<file path="config.mk">
export PLATFORM = sky130hd
export DESIGN_NAME = clock_monitor
export DESIGN_NICKNAME = d
export VERILOG_FILES = /design/src/rtl/clock_monitor.sv
export SDC_FILE = /design/constraint.sdc
export NUM_CORES = 1
export LEC_CHECK = 0
export BUFFER_PORTS_ARGS = -buffer_cell sky130_fd_sc_hd__buf_4
export CAP_MARGIN = 20
export CORE_ASPECT_RATIO = 0.5
export CORE_MARGIN = 2
export CORE_UTILIZATION = 52
export DETAILED_ROUTE_END_ITERATION = 7
export PLACE_DENSITY = 0.82
export SKIP_LAST_GASP = 1
export SLEW_MARGIN = 10
export SYNTH_ARGS = -nofsm -noshare
export SYNTH_HDL_FRONTEND = slang
export SYNTH_SLANG_ARGS = --single-unit
</file>
<file path="constraint.sdc">
create_clock -name clock -period 2.1 [get_ports clock]
set_input_delay 0.42 -clock clock [delete_from_list [all_inputs] [get_ports clock]]
set_output_delay 0.42 -clock clock [all_outputs]
set_load 0.01 [all_outputs]
</file>
<file path="src/rtl/clock_monitor.sv">
// Frequency-window monitor for an asynchronous clock: measures each half-period
// in sampling-clock cycles, locks after LOCK_EDGES good measurements, flags faults.
module clock_monitor #(
   parameter int unsigned CNT_W      = 8,
   parameter int unsigned MIN_HALF   = 4,
   parameter int unsigned MAX_HALF   = 12,
   parameter int unsigned LOCK_EDGES = 4,
   parameter int unsigned LOST_LIMIT = 32
) (
   input  logic             clock,
   input  logic             reset,
   input  logic             enable,
   input  logic             mon_clock,
   input  logic             fault_clear,
   output logic             locked,
   output logic             fault,
   output logic             lost,
   output logic [CNT_W-1:0] half_period
);

   localparam int unsigned GOOD_W = $clog2(LOCK_EDGES + 1);
   localparam logic [CNT_W-1:0]  MIN_C   = CNT_W'(MIN_HALF);
   localparam logic [CNT_W-1:0]  MAX_C   = CNT_W'(MAX_HALF);
   localparam logic [CNT_W-1:0]  LOST_C  = CNT_W'(LOST_LIMIT);
   localparam logic [CNT_W-1:0]  CNT_MAX = '1;
   localparam logic [GOOD_W-1:0] LOCK_C  = GOOD_W'(LOCK_EDGES);

   typedef enum logic [1:0] {ST_IDLE, ST_ACQUIRE, ST_LOCKED, ST_FAULT} state_t;

   state_t            state_q, state_d;
   logic [2:0]        sync_q, sync_d;
   logic [CNT_W-1:0]  cnt_q, cnt_d;
   logic [CNT_W-1:0]  hp_q, hp_d;
   logic [GOOD_W-1:0] good_q, good_d;
   logic              discard_q, discard_d;
   logic              locked_q, locked_d;
   logic              fault_q, fault_d;
   logic              lost_q, lost_d;

   logic [CNT_W-1:0]  meas;
   logic [GOOD_W-1:0] good_inc;
   logic              mon_edge, active, measured, in_win, timeout;

   // sync_q[1] is the second synchronizer stage, sync_q[2] the edge-detect stage
   always_comb begin
      sync_d   = {sync_q[1:0], mon_clock};
      mon_edge = sync_q[1] ^ sync_q[2];
      meas     = (cnt_q == CNT_MAX) ? CNT_MAX : cnt_q + 1'b1;
      in_win   = (meas >= MIN_C) && (meas <= MAX_C);
      active   = (state_q == ST_ACQUIRE) || (state_q == ST_LOCKED);
      measured = active && mon_edge && !discard_q;
      timeout  = active && !mon_edge && (cnt_q >= LOST_C);
      good_inc = good_q + 1'b1;
   end

   always_ff @(posedge clock or posedge reset) begin
      if (reset) state_q <= ST_IDLE;
      else       state_q <= state_d;
   end

   always_comb begin
      state_d = state_q;
      if (!enable) begin
         state_d = ST_IDLE;
      end else begin
         case (state_q)
            ST_IDLE:    state_d = ST_ACQUIRE;
            ST_ACQUIRE: begin
               if (measured && in_win && (good_inc == LOCK_C)) state_d = ST_LOCKED;
               else if (timeout)                                state_d = ST_FAULT;
            end
            ST_LOCKED: begin
               if ((measured && !in_win) || timeout) state_d = ST_FAULT;
            end
            ST_FAULT: begin
               if (fault_clear) state_d = ST_ACQUIRE;
            end
            default:    state_d = ST_IDLE;
         endcase
      end
   end

   always_comb begin
      locked_d = (state_d == ST_LOCKED);
      fault_d  = (state_d == ST_FAULT);
      lost_d   = 1'b0;
      if (state_d == ST_FAULT) begin
         // an out-of-window edge can never coincide with a timeout, so the cause is unambiguous
         lost_d = (state_q == ST_FAULT) ? lost_q : timeout;
      end
   end

   always_comb begin
      cnt_d     = cnt_q;
      good_d    = good_q;
      discard_d = discard_q;
      hp_d      = hp_q;

      if (!enable || (state_q == ST_IDLE) || (state_q == ST_FAULT && fault_clear)) begin
         cnt_d = '0;
      end else if (mon_edge) begin
         cnt_d = '0;
      end else if (cnt_q != CNT_MAX) begin
         cnt_d = cnt_q + 1'b1;
      end

      if (state_d != ST_ACQUIRE) begin
         good_d = '0;
      end else if (state_q == ST_ACQUIRE && measured) begin
         good_d = in_win ? good_inc : '0;
      end

      if (state_d == ST_ACQUIRE && state_q != ST_ACQUIRE) begin
         discard_d = 1'b1;
      end else if (state_q == ST_ACQUIRE && mon_edge) begin
         discard_d = 1'b0;
      end

      if (enable && measured) hp_d = meas;
   end

   always_ff @(posedge clock or posedge reset) begin
      if (reset) begin
         sync_q    <= '0;
         cnt_q     <= '0;
         good_q    <= '0;
         discard_q <= 1'b0;
         hp_q      <= '0;
         locked_q  <= 1'b0;
         fault_q   <= 1'b0;
         lost_q    <= 1'b0;
      end else begin
         sync_q    <= sync_d;
         cnt_q     <= cnt_d;
         good_q    <= good_d;
         discard_q <= discard_d;
         hp_q      <= hp_d;
         locked_q  <= locked_d;
         fault_q   <= fault_d;
         lost_q    <= lost_d;
      end
   end

   assign locked      = locked_q;
   assign fault       = fault_q;
   assign lost        = lost_q;
   assign half_period = hp_q;

endmodule

</file>
Word-level counts from Yosys, hierarchy flattened

Index checks and enable logic that the tools add are counted.

Multiplexer cells: 17
$lt $le $gt $ge: 3
Equality and inequality tests: 12
Reduce and logical (&&, ||, !) cells: 25
Bitwise gates (word level): 1
Add/subtract/negate cells: 2

Operators by type and width:

| cell                                                              | count |
|---|---|
| two-way mux 8 bit                                                 | 4 |
| logical AND 1 bit                                                 | 13 |
| two-way mux 2 bit                                                 | 5 |
| two-way mux 3 bit                                                 | 3 |
| adder 8 x 1 -> 8 bit, second input constant                       | 1 |
| equality test 2 bit, second input constant                        | 4 |
| equality test 8 bit, second input constant                        | 1 |
| greater-or-equal comparator 8 x 3 -> 1 bit, second input constant | 1 |
| greater-or-equal comparator 8 x 6 -> 1 bit, second input constant | 1 |
| <= comparator 8 x 4 -> 1 bit, second input constant               | 1 |
| != test 8 bit, second input constant                              | 1 |
| one-hot mux 2 bit (4 select lines)                                | 1 |
| equality test 2 x 1 -> 1 bit, second input constant               | 2 |
| logical NOT 1 bit                                                 | 4 |
| logical OR 1 bit                                                  | 4 |
| two-way mux 1 bit                                                 | 4 |
| != test 2 x 1 -> 1 bit, second input constant                     | 2 |
| nonzero test 2 bit                                                | 2 |
| adder 3 x 1 -> 3 bit, second input constant                       | 1 |
| equality test 3 bit, second input constant                        | 1 |
| nonzero test 3 bit                                                | 1 |
| logical NOT 2 bit                                                 | 1 |
| != test 2 bit, second input constant                              | 1 |
| XOR 1 bit                                                         | 1 |

Logic and storage cells: 69
Register bits: 28
Input bits: 5
Output and inout bits: 11

Depth between registers and ports, before layout

Gate-level depths: netlist (run 1).

Word-level depth: 13
Depth in mapped cells: 9
Mapped depth without buffers: 9

Least setup slack after synthesis (run 1)

No wires, ideal clock.

Path kind: reg-to-reg
From: register state_q[0]
To: register lost_q, in the netlist lost
Setup time: 0.120 ns
Arrival: 1.964 ns
Buffers on the path: 0
Period minus slack after synthesis: 2.084 ns
Cell stages (with the launch flop): 9
Path slack: 0.016 ns
Data required time: 1.980 ns
Cells stage by stage: dfrtp_1 > inv_1 > ha_1 > nand2b_1 > or4b_2 > a21oi_1 > nand4_1 > o21a_1 > and3_1

Word-level cells in the longest chain between the ends: 11
Elaborated cells between the ends (all ways): 23
Those cells by class: eq/ne: 5; mux: 8; reduce/logical: 10

RTL lines:

| what                                                                       | line   | source |
|---|---|---|
| from (decl)                                                                | 30     | `state_t state_q, state_d;` |
| from (signal assigned)                                                     | 58     | `else state_q <= state_d;` |
| equality test 2 x 1 -> 1 bit / equality test 2 bit (equally long branches) | 50, 66 |  |
| logical OR 1 bit                                                           | 50     | `active = (state_q == ST_ACQUIRE) \|\| (state_q == ST_LOCKED);` |
| logical AND 1 bit (2 in a row)                                             | 51     | `measured = active && mon_edge && !discard_q;` |
| logical AND 1 bit, on equally long branches                                | 73, 69 |  |
| logical OR 1 bit / logical AND 1 bit (equally long branches)               | 73, 69 |  |
| two-way mux 2 bit, on equally long branches                                | 73, 69 |  |
| one-hot mux 2 bit (4 select lines)                                         | 66     | `case (state_q)` |
| two-way mux 2 bit                                                          | 63     | `if (!enable) begin` |
| equality test 2 bit                                                        | 87     | `if (state_d == ST_FAULT) begin` |
| != test 2 bit (no line) / two-way mux 1 bit (equally long branches)        | --     |  |
| to (signal assigned)                                                       | 140    | `lost_q <= lost_d;` |
| to (decl)                                                                  | 38     | `logic lost_q, lost_d;` |

Several ways; a longest one is shown, not always the timed one. The select of a mux whose other input is x is not followed.
A chain may end at the register's enable or synchronous reset.

Worst setup path in the final report (run 1)

From: register state_q[1]
To: register lost_q, in the netlist lost

The elaborated chain is that of the path after synthesis.

==> summary.txt, run 1 <==
Run status
  – Status: finished clean

Cells and area
  – Net count reported at finish: 209
  – Post-layout util: 0.7223
  – ANT cells: 0
  – Post-Layout Cell Count: 232
  – Area Overhead vs Synth: 27.80%
  – Ratio of cells with drive above 1 in the final layout: 0.3436

Global routing
  – Total gr overflow: 0
  – Vias in the first global route: approximately 1,200
  – Largest net degree at the start of global routing: 29
  – GRT Util Overall: 0.2190
  – First-pass GRT wire length: roughly 5700 microns
  – Initial antenna violation count: 0

Route
  – Vias per std cell: between 5 and 6
  – Antenna-violating nets left: 0
  – Vias: approximately 1,300
  – Wire length per cell: ~15 microns
  – Initial drt markers: between 90 and 100
  – Residual DRC: 0
  – WL final: between 3000 and 4000 microns
  – Drt pass-1 iters: 4

STA
  – Final WS setup: around 0.026 ns
  – Skew final: between 0.005 and 0.006 ns
  – Max Clk Rate: just under 0.5 GHz
  – Final setup vio count: 0
  – Min Tclk post-route: 2.074 ns
  – Slew Viols, Final: 0
  – Final Hold Fails: 0
  – RSZ-0062 raised after global routing: yes
  – Final Cycle Share: 0.9878
  – Slew margin rel.: 0.7544
  – Worst Tran Pin Value: around 0.37 ns

Floorplanning
  – Die height: 42.08 microns
  – Boundary pin count: 16
  – # rows: 13
  – Area of the core: around 2700 sq um
  – Starting Density: 0.5652
  – Die ar.: 3372 sq um
  – Die W: approximately 80 microns

Power
  – Reg power frac: 0.516
  – Power share of the clock group: 0.297
  – Switching fraction of total power: 0.2612
  – Net switching power: just under 0.3 mW
  – Pint: 0.8329 mW
  – Combinational share of power: 0.187
  – PD cells: between 500 and 600 nW/um^2
  – Max VDD drop: roughly 0.4 mV
  – Leak pwr: between 0.8 and 0.9 nW

Logic synthesis
  – Seq/Total Area, Yosys: 0.4647
  – Unique masters post-synth: 40
  – Synth Area per Inst: roughly 9.2 sq um
  – Syn nets: around 180
  – Post-synth top area share: 0.4647
  – Post-Syn Area: around 1500 sq um
  – Top_reg_cell synth: dfrtp_1
  – Synth top cells by count: dfrtp_1 (28), nor2_1 (18), nand2_1 (17)
  – Number of flops mapped to enable cells by yosys: 0
  – Most numerous cell in the Yosys netlist: dfrtp_1
  – Synthesized instance count: roughly 160
  – Flip-flop and latch count after synthesis: 28
  – Yosys warnings: 0
  – Leading post-synthesis cells by cell area: dfrtp_1 (46%), ha_1 (6.6%), nor2_1 (4.5%)
  – Cell taking the most area after synthesis: dfrtp_1
  – Async set or reset register ratio after synthesis: 1.000

Placed design
  – DP Worst Slack: -0.07889 ns
  – I/O Buffers: 15
  – Placed Cells: 226
  – Hpwl dp: 2295 microns
  – Gpl congestion: approximately 0.86

Clocking
  – CTS tree: built
  – CTS Buffer Depth: 2
  – Clock root cell: clkbuf_8
  – Cts bufs inserted: 3
  – Clock sinks: 28
  – Worst-Skew Late Latency: between 0.2 and 0.3 ns
  – Htree depth: 1
  – CTS clk-pin slew, worst paths: 0.10 ns

Critical path
  – Worst Setup End Kind: flop
  – Worst EP required: 2.27 ns
  – Worst EP arrival: between 2 and 2.5 ns
  – CP Max Fanout: 4
  – CP Class: flop to flop
  – Crit path launch type: flop

Worst hold path
  – Min-delay worst type: primary input to async pin

Run
  – Max_cap viols: 0
[critical path, cell delays in order (launching register included)]
cell and delay (ns):
dfrtp_1 0.40, buf_4 0.16, ha_2 0.18, or4b_4 0.53
a21oi_2 0.12, nand4_1 0.13, buf_4 0.18, o21a_1 0.11
and3_1 0.16
[cell families after synthesis]
| family | count (synthesis) | share of synthesized area |
|---|---|---|
| compound gates | 33 | 0.1378 |
| simple gates | 73 | 0.2465 |
| mux | 1 | 0.007468 |
| flops | 28 | 0.4647 |
| xor+xnor | 6 | 0.03984 |
| fa+ha+maj | 8 | 0.06639 |
| buf+inv | 14 | 0.03735 |
[worst paths after layout]
check,from,end,slack [ns],cells past startpoint
max,state_q[1]$_DFF_PP0_,lost$_DFFE_PP0P_,0.03,8
min reg2reg,sync_q[0]$_DFF_PP0_,sync_q[1]$_DFF_PP0_,0.36,0
max reg2reg,state_q[1]$_DFF_PP0_,lost$_DFFE_PP0P_,0.03,8
min,reset,cnt_q[6]$_DFFE_PP0P_,0.19,3
min in group clock,mon_clock,sync_q[0]$_DFF_PP0_,0.25,1
max in group asynchronous,reset,cnt_q[5]$_DFFE_PP0P_,1.62,3
[area by class of cell]
class	count	area, sq um
clock buffer	4	55.05
fill	203	740.7
timing repair buffer	32	240.2
tap	37	46.29
inverter	10	37.54
multi-input combinational	121	845.8
sequential	28	701.9
[registers in the layout, indices dropped and copies added, names as in the netlist]
name         cells
cnt_q            8
discard_q        1
fault            1
good_q           3
half_period      8
locked           1
lost             1
state_q          2
sync_q           3
[power by group through the flow]
stage	Clock, mW	Sequential (mW)	Combinational, mW
2_1_floorplan	0	0.598	0.0933
3_3_place_gp	0	0.589	0.169
3_5_place_dp	0	0.591	0.173
4_1_cts	0.340	0.580	0.189
5_1_grt	0.366	0.586	0.229
6_report	0.335	0.581	0.211
[cells in the final DEF (no fill, tap or decap), types with 2 or more instances in the layout]
cell       n
nand3_1    4
nor3_1     6
clkbuf_8   4
xor2_1     2
nand2b_1   2
buf_4     32
inv_1      6
a21oi_2    4
a21oi_1    5
o21ai_1    2
nor2_2     2
or3_1      2
nor2b_1    2
xnor2_1    3
and3_1     3
ha_2       2
ha_4       3
dfrtp_1   27
ha_1       3
nor2_1    16
o21ai_0   10
nand4_1    5
and2_1     3
nand2_1   17
inv_2      4
o31ai_1    4
[timing repair]
| action | CTS | global route |
|---|---|---|
| setup buffers | 1 | 1 |
| cloned | 0 | 0 |
| hold endpoints to repair | 0 | 0 |
| pin swaps | 4 | 6 |
| gates resized for setup | 7 | 17 |
| hold buffers | 0 | 0 |
| setup endpoints to repair | 6 | 8 |
[per-layer routing]
metal  global-route usage  wire (microns)  up-vias
met3              0.06250             212        4
met2               0.3567            1697       49
met1               0.2863            1585      638
met5                    0               0        -
met4              0.06441              13        0
li1                     -               -      632
[stage by stage]
step	TNS (ns)	hold slack [ns]	instance area, sq um	total power, mW
global route	-0.2642	0.2286	1927	1.181
CTS	0	0.2083	1868	1.109
floorplan	0	0.3312	1508	0.6910
global placement	-0.1973	0.3339	1760	0.7579
detailed placement	-0.3640	0.3420	1760	0.7646
finish	0	0.1937	1927	1.127
Power figures use the tool's default switching activity.
==> run 2: changes to the inputs <==
--- a/config.mk
+++ b/config.mk
@@ -12,6 +12,7 @@
 export CORE_UTILIZATION = 52
 export DETAILED_ROUTE_END_ITERATION = 7
 export PLACE_DENSITY = 0.82
+export SETUP_SLACK_MARGIN = 0.3
 export SKIP_LAST_GASP = 1
 export SLEW_MARGIN = 10
 export SYNTH_ARGS = -nofsm -noshare
==> run 2 against run 1 <==
Register-to-register slack improved by 0.09 ns. Clock skew down 0.0022 ns. Via count decreased by 4.2%. Critical path depth is 1 lower. Largest power group unchanged. Cell area up 0.52%.
==> summary.txt, run 2 (synthesized netlist as in run 1, its figures left out) <==
Placed design
  – I/O Buffers: 15 (unchanged)
  – Gpl congestion: 0.8849 (+3.5%)
  – Dpl cell area: 1739 sq um (-1.2%)
  – Hpwl dp: 2223 microns (-3.1%)

Route
  – Antenna-violating nets left: 0 (unchanged)
  – Initial drt markers: 64 (-33%)
  – Wire length per cell: 13.73 microns (-9.2%)
  – Vias per std cell: 5.513 (-3.3%)
  – Drt pass-1 iters: 4 (unchanged)
  – WL final: 3158 microns (-10%)
  – Residual DRC: 0 (unchanged)
  – Vias: 1,268 (-4.2%)

Cells and area
  – ANT cells: 0 (unchanged)
  – Ratio of cells with drive above 1 in the final layout: 0.3731 (+0.02947)
  – Net count reported at finish: 208 (-0.48%)
  – Area Overhead vs Synth: 28.46%
  – Most frequent cells in the layout: buf_4 (30), dfrtp_1 (26), nor2_1 (17), nand2_1 (16), o21ai_0 (10)
  – Final instance area: 1937 sq um (+0.52%)
  – Commonest non-fill, non-tap cell in the layout: buf_4

Critical path
  – CP Class: flop to flop
  – Worst EP arrival: 2.19 ns (-0.06 ns)
  – Crit path launch type: flop
  – CP Max Fanout: 7 (+3)
  – R2R depth: 7 (-1)
  – Critical Path Start: cnt_q[0]$_DFFE_PP0P_
  – RR Endpoint: good_q[2]$_DFFE_PP0P_
  – Worst EP required: 2.30 ns (+0.03 ns)
  – R2r setup slk: 0.11 ns (+0.09 ns)
  – Worst Setup End Kind: flop
  – Worst R2R Start: cnt_q[0]$_DFFE_PP0P_

Global routing
  – Initial antenna violation count: 0 (unchanged)
  – Largest net degree at the start of global routing: 29 (unchanged)
  – Vias in the first global route: 1,210 (-1.9%)
  – First-pass GRT wire length: 5333 microns (-5.6%)
  – Grt met3 use: 0.04741 (-0.01509)
  – Total gr overflow: 0 (unchanged)
  – Busiest metal layer after global routing: met2
  – GR Util met1: 0.2694 (-0.01686)
  – GR Util met2: 0.3417 (-0.01500)
  – GRT Util Overall: 0.2038 (-0.01512)

Power
  – Pwr Total: 1.075 mW (-4.7%)
  – Leak pwr: 0.8693 nW (about the same)
  – Max VDD drop: 0.3424 mV (-16%)
  – PD cells: 554.9 nW/um^2 (-5.2%)

Floorplanning
  – Die height: 42.08 microns (unchanged)
  – # rows: 13 (unchanged)
  – Boundary pin count: 16 (unchanged)
  – Die W: 80.15 microns (unchanged)
  – Area of the core: 2668 sq um (unchanged)
  – Starting Density: 0.5652 (unchanged)
  – Die ar.: 3372 sq um (unchanged)

Clocking
  – Worst-Skew Late Latency: 0.27 ns (about the same)
  – Cts bufs inserted: 3 (unchanged)
  – Clock sinks: 28 (unchanged)
  – Clock root cell: clkbuf_8
  – CTS Buffer Depth: 2 (unchanged)
  – CTS tree: built
  – CTS clk-pin slew, worst paths: 0.09 ns (about the same)
  – Hold-fix buffers, CTS: 0 (unchanged)
  – Htree depth: 1 (unchanged)

Run status
  – Status: finished clean

STA
  – Setup TNS: 0 ns (unchanged)
  – Max Clk Rate: 0.5030 GHz (+4.3%)
  – Final setup vio count: 0 (unchanged)
  – Slew Viols, Final: 0 (unchanged)
  – Skew final: 0.003474 ns (-0.002156 ns)
  – Final Cycle Share: 0.9467 (-0.04106)
  – Final Hold Fails: 0 (unchanged)
  – RSZ-0062 raised after global routing: yes
  – Min Tclk post-route: 1.988 ns (-0.08622 ns)
  – Worst Tran Pin Value: 0.3773 ns (+0.008945 ns)
  – Slew margin rel.: 0.7473 (-0.007137)

Run
  – Max_cap viols: 0 (unchanged)

Worst hold path
  – Min-delay worst type: primary input to async pin
==> run 2: final cells by class <==
cell class | count | area [sq um]
clock buffer | 3 | 41.29
fill | 212 | 730.7
sequential | 28 | 703.2
multi-input combinational | 121 | 872.1
inverter | 10 | 37.54
tap | 37 | 46.29
timing repair buffer | 31 | 236.5
==> run 2: metrics by stage <==
stage | setup WS (ns) | std cells | hold slack [ns] | util
2_1_floorplan | 0.1831 | 163 | 0.3312 | -
3_3_place_gp | 0.007232 | 218 | 0.3331 | 0.6520
3_5_place_dp | -0.01235 | 218 | 0.3371 | 0.6520
4_1_cts | 0.09929 | 228 | 0.2102 | 0.7022
5_1_grt | 0.01126 | 230 | 0.2371 | 0.7261
6_report | 0.1119 | 230 | 0.1969 | 0.7261
==> run 2: critical path, cell delays in order (launching register included) <==
cell and delay, ns:
dfrtp_2 0.45, ha_4 0.20, and4_2 0.23, nor4_1 0.24, o2bb2ai_2 0.18, nand3_2 0.11, or3_4 0.38, a21oi_2 0.14
==> run 2: how the worst max path moves through the flow <==
| stage | end | cells after the start | slack [ns] |
|---|---|---|---|
| floorplan | fault$_DFF_PP0_ | 8 | 0.18 |
| global placement | fault$_DFF_PP0_ | 8 | 0.007 |
| detailed placement | good_q[0]$_DFFE_PP0P_ | 8 | -0.01 |
| CTS | discard_q$_DFFE_PP0P_ | 8 | 0.1 |
| global route | discard_q$_DFFE_PP0P_ | 8 | 0.01 |
| finish | good_q[2]$_DFFE_PP0P_ | 7 | 0.11 |
==> run 2: routing by layer <==
metal,up-vias,wire length (microns)
li1,625,-
met1,614,1544
met5,-,0
met4,0,34
met3,5,125
met2,24,1454
==> run 2: power by group <==
part / total [mW] / internal, mW / leakage (nW) / switching [mW]
combinational: 0.205 / 0.0982 / 0.473 / 0.107
clock: 0.285 / 0.129 / 0.0216 / 0.156
sequential: 0.584 / 0.567 / 0.375 / 0.0171
==> run 2: repair_timing <==
action                                  in CTS  in global routing
pin swaps                                    8                  8
buffers inserted                             7                  2
gates resized for setup                     13                 12
endpoints found under the setup margin      17                 12
==> run 3: changes to the inputs <==
--- a/config.mk
+++ b/config.mk
@@ -7,7 +7,7 @@
 export LEC_CHECK = 0
 export BUFFER_PORTS_ARGS = -buffer_cell sky130_fd_sc_hd__buf_4
 export CAP_MARGIN = 20
-export CORE_ASPECT_RATIO = 0.5
+export CORE_ASPECT_RATIO = 1.5
 export CORE_MARGIN = 2
 export CORE_UTILIZATION = 52
 export DETAILED_ROUTE_END_ITERATION = 7
==> run 3 against run 2 <==
Critical path depth increased by 1. Combinational power increased by 2%. Sequential power about the same. Sequential cell count unchanged. Clock power increased by 49%. Critical endpoint is now discard_q$_DFFE_PP0P_.
==> summary.txt, run 3 (synthesized netlist as in run 1, its figures left out) <==
Run status
  – Status: finished clean

Critical path
  – Worst path cell trace: inv_2 > ha_4 > nand2b_4 > or4b_4 > a21oi_2 > nand4_1 > nand4_1 > o21ai_1
  – CP Class: flop to flop
  – CP max-delay cell: or4b_4
  – Crit path max-delay family: simple AND/OR/NAND/NOR gates
  – Worst R2R Start: state_q[1]$_DFF_PP0_
  – Crit path top cell by count: nand4_1
  – Worst EP required: 2.26 ns (-0.04 ns)
  – Critical Path Start: state_q[1]$_DFF_PP0_
  – Worst EP arrival: 2.17 ns (-0.02 ns)
  – Crit path launch type: flop
  – Worst Setup End Kind: flop
  – CP max stage delay: 0.54 ns (+0.09 ns)
  – WP buf/inv: 1 (+1)
  – CP Max Fanout: 4 (-3)

Power
  – Max VDD drop: 0.5011 mV (+46%)
  – Pwr Total: 1.217 mW (+13%)
  – Leak pwr: 0.8666 nW (-0.31%)
  – PD cells: 617.6 nW/um^2 (+11%)

Clocking
  – Htree depth: 1 (unchanged)
  – Hold-fix buffers, CTS: 0 (unchanged)
  – Cts bufs inserted: 3 (unchanged)
  – CTS Buffer Depth: 2 (unchanged)
  – CTS clk-pin slew, worst paths: 0.10 ns (about the same)
  – Clock root cell: clkbuf_8
  – Worst-Skew Late Latency: 0.27 ns (about the same)
  – Clock sinks: 28 (unchanged)
  – CTS tree: built

Floorplanning
  – Die ar.: 3355 sq um (-0.51%)
  – # rows: 23 (+10)
  – Die height: 69.95 microns (+66%)
  – Starting Density: 0.5574 (-0.007843)
  – Die W: 47.97 microns (-40%)
  – Area of the core: 2705 sq um (+1.4%)
  – Boundary pin count: 16 (unchanged)

Cells and area
  – Multi-input logic area: 870.8 sq um (-0.14%)
  – FF/Latch Area: 704.4 sq um (+0.18%)
  – Most frequent cells in the layout: buf_4 (32), dfrtp_1 (25), nand2_1 (17), nor2_1 (17), o21ai_0 (10)
  – Commonest non-fill, non-tap cell in the layout: buf_4
  – Area Overhead vs Synth: 30.71%
  – ANT cells: 0 (unchanged)
  – Final-layout fill cell count: 208 (-1.9%)
  – Net count reported at finish: 209 (+0.48%)
  – Ratio of cells with drive above 1 in the final layout: 0.3692 (-0.003826)

STA
  – Worst Tran Pin Value: 0.5577 ns (+0.1803 ns)
  – Max Clk Rate: 0.4971 GHz (-1.2%)
  – Final setup vio count: 0 (unchanged)
  – Skew final: 0.002889 ns (-0.0005854 ns)
  – Slew Viols, Final: 0 (unchanged)
  – RSZ-0062 raised after global routing: yes
  – Slew margin rel.: 0.6256 (-0.1217)
  – Final Hold Fails: 0 (unchanged)
  – Setup TNS: 0 ns (unchanged)
  – Final Cycle Share: 0.9580 (+0.01128)
  – Min Tclk post-route: 2.012 ns (+0.02368 ns)

Global routing
  – Largest net degree at the start of global routing: 29 (unchanged)
  – Initial antenna violation count: 0 (unchanged)
  – First-pass GRT wire length: 5478 microns (+2.7%)
  – Total gr overflow: 0 (unchanged)
  – Vias in the first global route: 1,276 (+5.5%)
  – GRT Util Overall: 0.2187 (+0.01490)

Placed design
  – Hpwl dp: 2338 microns (+5.2%)
  – I/O Buffers: 15 (unchanged)
  – Gpl congestion: 0.8844 (about the same)

Route
  – Initial drt markers: 59 (-7.8%)
  – Residual DRC: 0 (unchanged)
  – WL final: 3360 microns (+6.4%)
  – Antenna-violating nets left: 0 (unchanged)
  – Wire length per cell: 14.48 microns (+5.5%)
  – Vias: 1,308 (+3.2%)
  – Drt pass-1 iters: 4 (unchanged)
  – Vias per std cell: 5.638 (+2.3%)

Worst hold path
  – Min-delay worst type: primary input to async pin

Run
  – Max_cap viols: 0 (unchanged)
[run 3: power breakdown]
part	total, mW	leakage, nW	switching [mW]	internal [mW]
logic	0.209	0.458	0.109	0.0999
registers	0.585	0.373	0.0176	0.567
clock network	0.424	0.0357	0.169	0.255
[run 3: cell type report]
| class | count | share of cell area |
|---|---|---|
| inverters | 10 | 0.01905 |
| well taps | 37 | 0.02349 |
| multi-input cells | 121 | 0.4419 |
| repair buffers | 32 | 0.1219 |
| clock buffers | 3 | 0.02095 |
| clock inverters | 1 | 0.01524 |
| flip-flops and latches | 28 | 0.3575 |
[run 3: final timing paths]
| path | slack (ns) | cells after the start | end |
|---|---|---|---|
| worst max-delay path | 0.09 | 8 | discard_q$_DFFE_PP0P_ |
| worst min-delay path | 0.20 | 3 | cnt_q[6]$_DFFE_PP0P_ |
| worst max register to register | 0.09 | 8 | discard_q$_DFFE_PP0P_ |
| worst min register to register | 0.37 | 0 | sync_q[1]$_DFF_PP0_ |
| max in group asynchronous | 1.63 | 3 | cnt_q[1]$_DFFE_PP0P_ |
| min in group clock | 0.25 | 1 | sync_q[0]$_DFF_PP0_ |
[run 3: through the flow]
| step | utilization | setup slack (ns) | cell area, sq um | std cells | hold slack, ns |
|---|---|---|---|---|---|
| after CTS | 0.7063 | 0.1061 | 1911 | 230 | 0.2105 |
| after floorplan | - | 0.1831 | 1546 | 163 | 0.3312 |
| final | 0.7285 | 0.08826 | 1971 | 232 | 0.1967 |
| after global placement | 0.6401 | 0.1049 | 1732 | 217 | 0.3348 |
| after global routing | 0.7285 | 0.01511 | 1971 | 232 | 0.2240 |
| after detailed placement | 0.6401 | 0.03108 | 1732 | 217 | 0.3497 |
[run 3: repair_timing]
action,CTS,global route
buffers inserted,9,2
gates resized for setup,12,11
pin swaps,6,8
endpoints found under the setup margin,11,17
[run 3: layer usage]
layer,track usage,vias to the layer above,wire length (microns)
met5,0,-,0
met4,0.08108,0,75
met3,0.02584,12,102
met2,0.3822,34,1874
met1,0.2542,634,1308
li1,-,628,-
[run 3: worst reg2reg max path, stage by stage (launching register included)]
cell,delay [ns]
dfrtp_1,0.38
inv_2,0.06
ha_4,0.27
nand2b_4,0.05
or4b_4,0.54
a21oi_2,0.14
nand4_1,0.15
nand4_1,0.23
o21ai_1,0.08
